--- src/rtl/load_store_unit.sv ---
// Load/store unit: turns the datapath's combinational memory request into a registered
// valid/ready bus transaction and stalls the core until the access retires.
module load_store_unit #(
  parameter int unsigned TIMEOUT_CYCLES = 255
) (
  input  logic        clk,
  input  logic        rst,
  // Datapath request
  input  logic        io_req_valid,
  input  logic        io_req_wen,
  input  logic [1:0]  io_req_size,
  input  logic [31:0] io_req_addr,
  input  logic [31:0] io_req_wdata,
  // Datapath response
  output logic        io_stall,
  output logic [3:0]  io_mask,
  output logic [31:0] io_rdata,
  output logic        io_fault,
  // Data bus
  output logic        io_bus_req_valid,
  input  logic        io_bus_req_ready,
  output logic [31:0] io_bus_req_addr,
  output logic        io_bus_req_wen,
  output logic [3:0]  io_bus_req_wstrb,
  output logic [31:0] io_bus_req_wdata,
  input  logic        io_bus_resp_valid,
  input  logic [31:0] io_bus_resp_rdata
);

  typedef enum logic [1:0] {
    StIdle,
    StReq,
    StResp,
    StDone
  } state_e;

  // Last counter value at which the awaited bus event may still arrive.
  localparam logic [7:0] TimeoutLast = 8'(TIMEOUT_CYCLES - 1);

  state_e      state_q;
  logic [7:0]  cnt_q;
  logic        fault_q;
  logic        bus_req_valid_q;
  logic        bus_wen_q;
  logic [3:0]  bus_wstrb_q;
  logic [31:0] bus_addr_q;
  logic [31:0] bus_wdata_q;
  logic [31:0] rdata_q;

  logic [3:0]  req_mask;
  logic        req_illegal;
  logic [31:0] req_wdata_shifted;
  logic        timeout_hit;

  // Byte-lane decode and alignment check of the incoming request.
  always_comb begin
    req_mask    = 4'b0000;
    req_illegal = 1'b0;
    unique case (io_req_size)
      2'b00: begin
        req_mask = 4'b0001 << io_req_addr[1:0];
      end
      2'b01: begin
        req_mask    = 4'b0011 << io_req_addr[1:0];
        req_illegal = io_req_addr[0];
      end
      2'b10: begin
        req_mask    = 4'b1111;
        req_illegal = |io_req_addr[1:0];
      end
      default: begin
        req_mask    = 4'b0000;
        req_illegal = 1'b1;
      end
    endcase
  end

  assign req_wdata_shifted = io_req_wdata << {io_req_addr[1:0], 3'b000};
  assign timeout_hit       = (cnt_q >= TimeoutLast);

  always_ff @(posedge clk) begin
    if (rst) begin
      state_q         <= StIdle;
      cnt_q           <= 8'd0;
      fault_q         <= 1'b0;
      bus_req_valid_q <= 1'b0;
      bus_wen_q       <= 1'b0;
      bus_wstrb_q     <= 4'b0000;
      bus_addr_q      <= 32'd0;
      bus_wdata_q     <= 32'd0;
      rdata_q         <= 32'd0;
    end else begin
      unique case (state_q)
        StIdle: begin
          if (io_req_valid && !req_illegal) begin
            state_q         <= StReq;
            cnt_q           <= 8'd0;
            fault_q         <= 1'b0;
            bus_req_valid_q <= 1'b1;
            bus_wen_q       <= io_req_wen;
            bus_wstrb_q     <= io_req_wen ? req_mask : 4'b0000;
            bus_addr_q      <= {io_req_addr[31:2], 2'b00};
            bus_wdata_q     <= req_wdata_shifted;
          end
        end
        StReq: begin
          cnt_q <= cnt_q + 8'd1;
          if (io_bus_req_ready) begin
            state_q         <= StResp;
            bus_req_valid_q <= 1'b0;
          end else if (timeout_hit) begin
            state_q         <= StDone;
            bus_req_valid_q <= 1'b0;
            fault_q         <= 1'b1;
            rdata_q         <= 32'd0;
          end
        end
        StResp: begin
          cnt_q <= cnt_q + 8'd1;
          // Store acks carry data too; it is captured regardless of direction.
          if (io_bus_resp_valid) begin
            state_q <= StDone;
            rdata_q <= io_bus_resp_rdata;
          end else if (timeout_hit) begin
            state_q <= StDone;
            fault_q <= 1'b1;
            rdata_q <= 32'd0;
          end
        end
        StDone: begin
          state_q <= StIdle;
        end
        default: begin
          state_q <= StIdle;
        end
      endcase
    end
  end

  assign io_mask  = io_req_valid ? req_mask : 4'b0000;
  assign io_stall = io_req_valid & ~req_illegal & (state_q != StDone) & ~rst;
  // Misaligned requests retire in the cycle they are presented; bus faults retire in DONE.
  assign io_fault = ~rst & (((state_q == StDone) & fault_q) |
                            ((state_q == StIdle) & io_req_valid & req_illegal));
  assign io_rdata = rdata_q;

  assign io_bus_req_valid = bus_req_valid_q;
  assign io_bus_req_addr  = bus_addr_q;
  assign io_bus_req_wen   = bus_wen_q;
  assign io_bus_req_wstrb = bus_wstrb_q;
  assign io_bus_req_wdata = bus_wdata_q;

endmodule

--- config.mk ---
export PLATFORM = sky130hd
export DESIGN_NAME = load_store_unit
export DESIGN_NICKNAME = d
export VERILOG_FILES = /design/src/rtl/load_store_unit.sv
export SDC_FILE = /design/constraint.sdc
export NUM_CORES = 1
export LEC_CHECK = 0
export ABC_CLOCK_PERIOD_IN_PS = 3150
export BUFFER_PORTS_ARGS = -buffer_cell sky130_fd_sc_hd__buf_2
export CAP_MARGIN = 5
export CORE_MARGIN = 2
export CORE_UTILIZATION = 51
export DETAILED_ROUTE_END_ITERATION = 12
export PLACE_DENSITY = 0.86
export SLEW_MARGIN = 20
export SYNTH_ARGS = -nofsm -noshare
export SYNTH_HDL_FRONTEND = slang
export SYNTH_SLANG_ARGS = --single-unit
--- constraint.sdc ---
create_clock -name clk -period 3.15 [get_ports clk]
set_input_delay 0 -clock clk [delete_from_list [all_inputs] [get_ports clk]]
set_output_delay 0 -clock clk [all_outputs]
set_load 0.01 [all_outputs]
-- After elaboration in Yosys (flattened, before gate mapping)
Cells that the tools add are included.
- register bits: 111
- input bits: 104
- logic and storage cells: 73
- add/subtract/negate cells: 1
- $lt $le $gt $ge: 1
- eq/ne operators: 10
- shifts and indexed selects: 3
- multiplexer cells: 24
- bitwise logic cells: 10
- reduce and logical (&&, ||, !) cells: 15
- operator list (kind ; number):
    two-way mux 32 bit ; 3
    case mux 32 bit (2 select lines) ; 1
    left shift 32 x 5 -> 32 bit ; 1
    case mux 8 bit (2 select lines) ; 1
    case mux 4 bit (3 select lines) ; 1
    adder 8 x 1 -> 8 bit, second input constant ; 1
    >= comparator 8 bit, second input constant ; 1
    two-way mux 2 bit ; 4
    two-way mux 4 bit ; 2
    two-way mux 8 bit ; 1
    inequality test 2 bit, second input constant ; 4
    case mux 2 bit (4 select lines) ; 1
    AND 1 bit ; 7
    two-way mux 1 bit ; 7
    == test 2 bit, second input constant ; 3
    case mux 1 bit (3 select lines) ; 2
    AND reduction 2 bit ; 3
    nonzero test 2 bit ; 3
    == test 2 x 1 -> 1 bit, second input constant ; 2
    logical NOT 2 bit ; 2
    AND reduction 4 bit ; 1
    OR reduction 2 bit ; 2
    left shift 1 x 2 -> 4 bit, first input constant ; 1
    left shift 2 x 2 -> 4 bit, first input constant ; 1
    other kinds (8) ; 9

-- Logic depth before layout (Yosys ltp)
Gate-level depths: netlist (run 1).
- depth after elaboration: 6
- depth in mapped cells: 8
- mapped depth without buffers: 6

-- Least setup slack after synthesis (run 1)
No wires, ideal clock.
- path kind: reg-to-reg
- from: register state_q[0]
- to: register cnt_q[7]
- library setup time: 72 ps
- data arrival time: 1684 ps
- setup slack: 1394 ps
- cell stages (with the launch flop): 8
- path buffers: 2
- period minus slack after synthesis: 1756 ps
- cell sequence: dfxtp_1 > inv_1 > ha_1 > clkbuf_1 > nand2b_1 > buf_1 > a2111oi_2 > mux2i_1
- word-level cells in the longest chain between the ends: 4
- RTL lines (item ; line ; RTL):
    from (decl) ; 40 ; state_e state_q;
    from (signal assigned) ; 83 ; state_q <= StIdle;
    from (signal assigned) ; 96 ; state_q <= StReq;
    from (signal assigned) ; 109 ; state_q <= StResp;
    == test 2 bit / == test 2 x 1 -> 1 bit (equally long branches) ; 93 ; unique case (state_q)
    OR reduction 2 bit (no source line) ; -- ;
    nonzero test 2 bit (no source line) ; -- ;
    AND reduction 2 bit (no source line) ; -- ;
    to (signal assigned) ; 107 ; cnt_q <= cnt_q + 8'd1;
    to (signal assigned) ; 119 ; cnt_q <= cnt_q + 8'd1;
    to (decl) ; 41 ; logic [7:0] cnt_q;
Several ways; a longest one is shown, not always the timed one.
A chain may end at the register's enable or synchronous reset.

-- Final worst setup path (run 1)
- from: register state_q[1]
- to: register bus_wstrb_q[2] (netlist: io_bus_req_wstrb[2])
- word-level cells in the longest chain between the ends: 2
- RTL lines (item ; line ; RTL):
    logical NOT 2 bit ; 93 ;
    AND reduction 2 bit (no source line) ; -- ;
    to (signal assigned) ; 101 ; bus_wstrb_q <= io_req_wen ? req_mask : 4'b0000;
    to (decl) ; 45 ; logic [3:0] bus_wstrb_q;
No other way between the ends.

==> metrics, run 1 <==
Hold Vio Cnt, Final=0; ratio of cells with drive above 1 in the final layout=0.305; count of max-cap constraint violations=0; library cell occupying the most area in the post-synthesis netlist=sky130_fd_sc_hd__dfxtp_1; row cnt=35; power density over the cells=520 mW/mm^2; net total in the final layout=908; RSZ-0062 raised after global routing=false; worst slew slack as a fraction of its limit=0.456; overall via count from detail_route=5,090; Combinational Power Share=0.288; DP HPWL=9240 um; Die Area=0.0100 mm^2; class of the worst hold path=in -> reg; number of cells traversed by the worst register-to-register path=6; Max Clock Skew=0.0129 ns; number of synthesized register bits=111; top achievable clock speed=0.430 GHz; CTS clock-pin slew for the worst setup and hold paths=0.11 ns; total standard cell area after synthesis=0.00471 mm^2; largest net degree at the start of global routing=76; sequential fraction of the synthesis area=0.472; core area=0.00911 mm^2; Area growth syn-to-layout=43.2%; number of enable-type register cells in the synthesized netlist=0; All-Layer GR Usage=0.299; required time worst endpoint=3.44 ns; Avg WL per Cell=16.7 um; cell at the root of the clock tree=sky130_fd_sc_hd__clkbuf_8; switching portion of total power=0.333; RD Place Congestion=0.896; first-pass GRT wire length=23,900 um; share of synthesized registers carrying an async set or reset=0; Synth Instances=538; run status=finished, final reports clean; sort of element at the end of the critical path=flop; via count of the first global-routing pass=5,015; Buffers on Ports=209; Worst Hold Path Cells=4; register share of total power=0.461; post-CTS setup-driven buffer insertion count=0; CP Buf/Inv Count=2; clock latency reported for the late side of the worst-skew pair=0.38 ns; fraction of the cycle the final worst path needs=0.738; antenna violations before repair=0; final setup vio count=0; cts repair resizes=0; ANT nets after route=0; average footprint of a synthesized cell=8.75 um^2; internal cell power=2.34 mW; P_leak=3.05 nW; drt first pass iters=6; Detailed Route Iter0 Violations=288; ranking of synthesized cells by area=sky130_fd_sc_hd__dfxtp_1 47%, sky130_fd_sc_hd__nand2_1 8.1%, sky130_fd_sc_hd__a21oi_1 6.9%, sky130_fd_sc_hd__a22o_1 6.0%, sky130_fd_sc_hd__mux2i_1 5.1%; WL final=15,300 um; slew at the pin with the worst max-slew slack=0.816 ns; path length in cells of the critical path=6; Max Slew Vio Count=0; minimum period implied by the final worst setup slack=2.33 ns; Util after Layout=0.740; TritonCTS clock tree=done; class of the most critical setup path=reg -> reg; highest-delay cell along the critical path=sky130_fd_sc_hd__o211a_2; most frequently used flop master after synthesis=sky130_fd_sc_hd__dfxtp_1; startpoint type of the worst setup path=flop; largest buffer count on any clock path=2; top-area cell type share of the netlist area=0.472; Clock Sinks=111; Starting Density=0.517; via density per instance=5.58; series of cell instances along the critical path=inv_1 > ha_1 > o211a_2 > buf_4 > o211ai_1 > a21oi_1; final routed DRC violation total=0; Remaining Overflow, GRT=0; antenna cells=0; hold-fix buffer count after cts=80; peak supply drop=0.302 mV; synth warn=0; number of buffers created by CTS=9; switching power total=1.17 mW; height of the chip=100 um; Die W=100 um; maximum fanout along the worst path=30; level count of the clock H-tree=3; IO Count=212; Netlist cell types=44; delay-heaviest family, CP=compound AO/OA/AOI/OAI gates; crit-path max cell delay=0.67 ns; data arrival time of the critical path=2.62 ns; Total Negative Setup Slacks=0 ns; power share of the clock group=0.251
-- cell usage after synthesis (2+ instances only) --
| master | number |
|---|---|
| sky130_fd_sc_hd__clkbuf_1 | 21 |
| sky130_fd_sc_hd__mux2_2 | 8 |
| sky130_fd_sc_hd__buf_2 | 19 |
| sky130_fd_sc_hd__a211oi_1 | 13 |
| sky130_fd_sc_hd__nand3b_1 | 6 |
| sky130_fd_sc_hd__ha_1 | 7 |
| sky130_fd_sc_hd__o21ai_0 | 2 |
| sky130_fd_sc_hd__nand2b_1 | 2 |
| sky130_fd_sc_hd__o31ai_1 | 2 |
| sky130_fd_sc_hd__and2_1 | 6 |
| sky130_fd_sc_hd__o211ai_1 | 11 |
| sky130_fd_sc_hd__nor2b_1 | 2 |
| sky130_fd_sc_hd__nor3_1 | 11 |
| sky130_fd_sc_hd__nand2_1 | 101 |
| sky130_fd_sc_hd__nand4_1 | 2 |
| sky130_fd_sc_hd__nand3_1 | 23 |
| sky130_fd_sc_hd__mux2i_1 | 24 |
| sky130_fd_sc_hd__dfxtp_1 | 111 |
| sky130_fd_sc_hd__a22o_1 | 32 |
| sky130_fd_sc_hd__or3_1 | 8 |
| sky130_fd_sc_hd__buf_4 | 2 |
| sky130_fd_sc_hd__o21ai_1 | 3 |
| sky130_fd_sc_hd__a21oi_1 | 65 |
| sky130_fd_sc_hd__buf_1 | 4 |
| sky130_fd_sc_hd__inv_1 | 9 |
| sky130_fd_sc_hd__nor2_1 | 26 |
-- cells in the final DEF (no fill, tap or decap), types with 2 or more instances in the layout --
master / count
sky130_fd_sc_hd__nand4_1: 2
sky130_fd_sc_hd__buf_2: 209
sky130_fd_sc_hd__clkbuf_8: 9
sky130_fd_sc_hd__a21oi_1: 64
sky130_fd_sc_hd__inv_6: 4
sky130_fd_sc_hd__dlygate4sd3_1: 80
sky130_fd_sc_hd__nand3b_1: 6
sky130_fd_sc_hd__buf_4: 4
sky130_fd_sc_hd__a211oi_1: 13
sky130_fd_sc_hd__ha_1: 7
sky130_fd_sc_hd__nor3_1: 10
sky130_fd_sc_hd__nor2_1: 26
sky130_fd_sc_hd__nand3_1: 23
sky130_fd_sc_hd__nor2b_1: 2
sky130_fd_sc_hd__conb_1: 2
sky130_fd_sc_hd__o211ai_1: 11
sky130_fd_sc_hd__inv_1: 9
sky130_fd_sc_hd__and2_1: 6
sky130_fd_sc_hd__o31ai_1: 2
sky130_fd_sc_hd__mux2_2: 8
sky130_fd_sc_hd__or3_1: 8
sky130_fd_sc_hd__mux2i_1: 24
sky130_fd_sc_hd__dfxtp_1: 111
sky130_fd_sc_hd__nand2b_1: 2
sky130_fd_sc_hd__o21ai_0: 2
sky130_fd_sc_hd__o21ai_1: 3
sky130_fd_sc_hd__a22o_1: 32
sky130_fd_sc_hd__nand2_1: 101
sky130_fd_sc_hd__a21oi_2: 2
-- state kept, by name (all words and copies together) (netlist names) --
signal            cells
state_q               2
io_bus_req_wstrb      4
io_bus_req_wen        1
io_bus_req_valid      1
cnt_q                 8
io_bus_req_addr      30
io_bus_req_wdata     32
fault_q               1
io_rdata             32
-- path summary, 6_finish.rpt --
path / from / end / slack (ns)
worst max-delay path: state_q[1] / io_bus_req_wstrb[2] / 0.82
worst min-delay path: io_req_wdata[31] / io_bus_req_wdata[31] / 0.06
worst max register to register: state_q[1] / io_bus_req_wstrb[2] / 0.82
worst min register to register: io_bus_req_wdata[13] / io_bus_req_wdata[13] / 0.45
-- through the flow --
stage	setup WS, ns	total power [mW]	instances	instance area (um^2)	hold WS [ns]
finish	0.824	3.50	913	6740	0.0644
global placement	1.03	2.50	817	5740	0.215
detailed placement	0.923	2.54	817	5740	0.222
global route	0.655	3.68	913	6740	0.0763
floorplan	1.39	2.23	539	4710	0.133
CTS	0.898	3.48	913	6740	0.0574
-- tightest hold or removal path, cell delays in order --
cell and delay [ns]:
sky130_fd_sc_hd__buf_2 0.07, sky130_fd_sc_hd__mux2_2 0.13, sky130_fd_sc_hd__o211ai_1 0.08, sky130_fd_sc_hd__a21oi_1 0.13
-- cell type report --
type,count,area (um^2)
clock buffer,10,128
tap,111,139
inverter,9,33.8
sequential,111,2220
multi-input combinational,372,2250
fill,644,2370
clock inverter,6,73.8
timing repair buffer,294,1900
-- per-layer routing --
layer / global-route usage / part of all wire / vias to the layer above
met4: 0.164 / 0.046 / 0
met1: 0.342 / 0.39 / 2349
met3: 0.0752 / 0.079 / 66
met2: 0.512 / 0.49 / 278
li1: - / - / 2397
met5: 0 / 0 / -
-- kinds of logic after synthesis --
family / after synthesis / synth area share
buf+inv: 56 / 0.0529
fa+ha+maj: 7 / 0.0186
compound gates: 141 / 0.204
mux: 32 / 0.0702
other cells: 1 / 0.000797
flops: 111 / 0.472
simple gates: 190 / 0.181
-- power by group through the flow --
stage	logic [mW]	clock network [mW]	registers [mW]
final	1.01	0.879	1.61
after global routing	1.10	0.954	1.63
after CTS	0.980	0.888	1.61
after detailed placement	0.902	0	1.64
after global placement	0.864	0	1.63
after floorplan	0.539	0	1.69
Power figures use the tool's default switching activity.
==> inputs of run 2 (changes only) <==
ABC_AREA = 1   (was not set)
ABC_CLOCK_PERIOD_IN_PS = 2270   (was 3150)
CORE_UTILIZATION = 47   (was 51)
PLACE_DENSITY = 0.8   (was 0.86)
clock period = 2.27 ns   (was 3.15 ns; I/O delays follow)
==> metrics, run 2 <==
Synth Instances=693 (was 538); drt first pass iters=5 (was 6); IO Count=212 (unchanged); via density per instance=5.02 (was 5.58); CP Buf/Inv Count=2 (unchanged); share of synthesized registers carrying an async set or reset=0 (unchanged); Avg WL per Cell=14.3 um (was 16.7 um); TritonCTS clock tree=done (unchanged); area of placed instances=0.00593 mm^2 (was 0.00574 mm^2); delay-heaviest family, CP=simple AND/OR/NAND/NOR gates (was compound AO/OA/AOI/OAI gates); synth warn=0 (unchanged); largest net degree at the start of global routing=92 (was 76); overall via count from detail_route=5,490 (was 5,090); class of the worst hold path=in -> reg (unchanged); core area=0.00986 mm^2 (was 0.00911 mm^2); via count of the first global-routing pass=5,256 (was 5,015); count of max-cap constraint violations=0 (unchanged); Hold Vio Cnt, Final=0 (unchanged); RD Place Congestion=0.897 (was 0.896); Remaining Overflow, GRT=0 (unchanged); first-pass GRT wire length=24,900 um (was 23,900 um); fraction of the cycle the final worst path needs=0.825 (was 0.738); Finished Cell Area=0.00690 mm^2 (was 0.00674 mm^2); most frequently used flop master after synthesis=sky130_fd_sc_hd__dfxtp_1 (unchanged); DP HPWL=9880 um (was 9240 um); power density over the cells=586 mW/mm^2 (was 520 mW/mm^2); worst slew slack as a fraction of its limit=0.549 (was 0.456); class of the most critical setup path=reg -> reg (unchanged); Max Slew Vio Count=0 (unchanged); cell with the most instances on the worst path=sky130_fd_sc_hd__nand2_1; startpoint type of the worst setup path=flop (unchanged); Die Area=0.0111 mm^2 (was 0.0100 mm^2); peak supply drop=0.323 mV (was 0.302 mV); library cell occupying the most area in the post-synthesis netlist=sky130_fd_sc_hd__dfxtp_1 (unchanged); worst-case register-to-register setup slack=0.40 ns (was 0.82 ns); Die W=105 um (was 100 um); number of cells traversed by the worst register-to-register path=9 (was 6); Netlist cell types=25 (was 44); number of synthesized register bits=111 (unchanged); net total in the final layout=1,067 (was 908); highest-delay cell along the critical path=sky130_fd_sc_hd__dfxtp_1 (was sky130_fd_sc_hd__o211a_2); RSZ-0062 raised after global routing=false (unchanged); Area growth syn-to-layout=43.5% (was 43.2%); average footprint of a synthesized cell=6.94 um^2 (was 8.75 um^2); WL final=15,700 um (was 15,300 um); ratio of cells with drive above 1 in the final layout=0.259 (was 0.305); sort of element at the end of the critical path=flop (unchanged); clock latency reported for the late side of the worst-skew pair=0.36 ns (was 0.38 ns); number of buffers created by CTS=9 (unchanged); CTS clock-pin slew for the worst setup and hold paths=0.11 ns (about the same); Starting Density=0.487 (was 0.517); top-area cell type share of the netlist area=0.462 (was 0.472); commonest cells after routing, fill and taps aside=231 x sky130_fd_sc_hd__nand2_1, 209 x sky130_fd_sc_hd__buf_2, 111 x sky130_fd_sc_hd__dfxtp_1, 108 x sky130_fd_sc_hd__a21oi_1, 76 x sky130_fd_sc_hd__dlygate4sd3_1 (was 209 x sky130_fd_sc_hd__buf_2, 111 x sky130_fd_sc_hd__dfxtp_1, 101 x sky130_fd_sc_hd__nand2_1, 80 x sky130_fd_sc_hd__dlygate4sd3_1, 64 x sky130_fd_sc_hd__a21oi_1); level count of the clock H-tree=3 (unchanged); sequential fraction of the synthesis area=0.462 (was 0.472); total standard cell area after synthesis=0.00481 mm^2 (was 0.00471 mm^2); Detailed Route Iter0 Violations=416 (was 288); maximum fanout along the worst path=32 (was 30); required time worst endpoint=2.56 ns (was 3.44 ns); crit-path max cell delay=0.39 ns (was 0.67 ns); Worst Hold Path Cells=5 (was 4); data arrival time of the critical path=2.16 ns (was 2.62 ns); endpoint of the worst hold-timing path=io_bus_req_wdata[28] (was io_bus_req_wdata[31]); critical register-to-register path startpoint=cnt_q[0] (was state_q[1]); most instantiated cells after synthesis=231 x sky130_fd_sc_hd__nand2_1, 111 x sky130_fd_sc_hd__dfxtp_1, 108 x sky130_fd_sc_hd__a21oi_1 (was 111 x sky130_fd_sc_hd__dfxtp_1, 101 x sky130_fd_sc_hd__nand2_1, 65 x sky130_fd_sc_hd__a21oi_1); row cnt=36 (was 35); cell at the root of the clock tree=sky130_fd_sc_hd__clkbuf_8 (unchanged); run status=finished, final reports clean (unchanged); All-Layer GR Usage=0.279 (was 0.299); Total Negative Setup Slacks=0 ns (unchanged); cts repair resizes=0 (unchanged); final routed DRC violation total=0 (unchanged); Clock Sinks=111 (unchanged); area used by multi-input combinational logic=0.00224 mm^2 (was 0.00225 mm^2); antenna violations before repair=1 (was 0); Buffers on Ports=209 (unchanged); height of the chip=105 um (was 100 um); worst hold start=io_req_wdata[28] (was io_req_wdata[31]); ranking of synthesized cells by area=sky130_fd_sc_hd__dfxtp_1 46%, sky130_fd_sc_hd__nand2_1 18%, sky130_fd_sc_hd__a21oi_1 11%, sky130_fd_sc_hd__nor2_1 4.2%, sky130_fd_sc_hd__o21ai_0 4.2% (was sky130_fd_sc_hd__dfxtp_1 47%, sky130_fd_sc_hd__nand2_1 8.1%, sky130_fd_sc_hd__a21oi_1 6.9%, sky130_fd_sc_hd__a22o_1 6.0%, sky130_fd_sc_hd__mux2i_1 5.1%); sequential cell area=0.00222 mm^2 (unchanged); number of filler instances in the final layout=820 (was 644); final setup vio count=0 (unchanged); minimum period implied by the final worst setup slack=1.87 ns (was 2.33 ns); Max Clock Skew=0.0143 ns (was 0.0129 ns); slew at the pin with the worst max-slew slack=0.675 ns (was 0.816 ns); largest buffer count on any clock path=2 (unchanged); number of enable-type register cells in the synthesized netlist=0 (unchanged); reg-to-reg endpoint=io_rdata[13] (was io_bus_req_wstrb[2]); P_leak=3.20 nW (was 3.05 nW); antenna cells=0 (unchanged); ANT nets after route=0 (unchanged); most frequent standard cell in the layout excluding fill and tap cells=sky130_fd_sc_hd__nand2_1 (was sky130_fd_sc_hd__buf_2); top achievable clock speed=0.534 GHz (was 0.430 GHz); library cell with the highest instance count after synthesis=sky130_fd_sc_hd__nand2_1 (was sky130_fd_sc_hd__dfxtp_1); series of cell instances along the critical path=inv_1 > ha_1 > or2_0 > nand3_1 > nand2_1 > nand2_1 > buf_4 > nand2_1 > a21oi_1 (was inv_1 > ha_1 > o211a_2 > buf_4 > o211ai_1 > a21oi_1)
==> run 2: cell count changes in the layout (fill, tap and decap cells not counted), sizes merged, moves of 7 or more <==
cell and delta:
nor3 -9, o21ai +43, a21oi +43, inv +28
mux2i -24, or3 -8, a22o -32, nand3 +7
mux2 -8, a211oi -13, nand2 +130, nor2 +28
==> run 2: per-stage QoR <==
| step | setup WS (ns) | hold slack, ns | power (mW) | cells | util |
|---|---|---|---|---|---|
| after floorplan | 0.640 | 0.142 | 2.45 | 694 | - |
| after global placement | 0.473 | 0.250 | 2.70 | 1002 | 0.601 |
| after detailed placement | 0.433 | 0.255 | 2.71 | 1002 | 0.601 |
| after CTS | 0.420 | 0.00658 | 4.07 | 1094 | 0.700 |
| after global routing | 0.249 | 0.0453 | 4.24 | 1094 | 0.700 |
| final | 0.396 | 0.0155 | 4.04 | 1094 | 0.700 |
==> run 2: what timing repair did <==
item                                   in CTS  in global routing
hold buffers                               76                  0
setup buffers                               0                  0
endpoints found under the hold margin      76                  0
==> run 2: kinds of logic (layout without fill, tap and decap cells) <==
| group | Yosys count | after routing | synth area share |
|---|---|---|---|
| other cells | 1 | 2 | 0.000780 |
| fa+ha+maj | 7 | 7 | 0.0182 |
| simple gates | 329 | 329 | 0.273 |
| compound gates | 162 | 162 | 0.174 |
| buf+inv | 83 | 350 | 0.0726 |
| flops | 111 | 111 | 0.462 |
==> run 2: routing by layer <==
metal,part of all wire,GRT usage
met2,0.49,0.488
met5,0,0
met1,0.40,0.317
met4,0.031,0.117
met3,0.080,0.0780
==> run 2: worst max path at each step <==
stage / start / end / depth (start not counted)
after global routing: cnt_q[0] / io_rdata[13] / 9
final: cnt_q[0] / io_rdata[13] / 9
after floorplan: state_q[0] / cnt_q[0] / 9
after detailed placement: state_q[0] / cnt_q[0] / 8
after global placement: state_q[0] / cnt_q[0] / 8
after CTS: state_q[0] / cnt_q[0] / 8
==> run 2: cell type report <==
| cell class | count | share of cell area |
|---|---|---|
| multi-input combinational | 500 | 0.325 |
| sequential | 111 | 0.322 |
| timing repair buffer | 296 | 0.277 |
| tap | 133 | 0.0241 |
| inverter | 38 | 0.0207 |
| clock buffer | 9 | 0.0180 |
| clock inverter | 7 | 0.0129 |
==> run 2: power breakdown <==
part           internal (mW)  switching, mW
logic                  0.319          0.399
clock network          0.537          0.728
registers               2.02         0.0395
total                   2.87           1.17
==> run 2: worst min-delay path, cell delays in order <==
cell and delay [ns]:
sky130_fd_sc_hd__buf_2 0.08, sky130_fd_sc_hd__o211ai_1 0.07, sky130_fd_sc_hd__o21ai_0 0.07, sky130_fd_sc_hd__nor2_1 0.04
sky130_fd_sc_hd__nor2_1 0.08
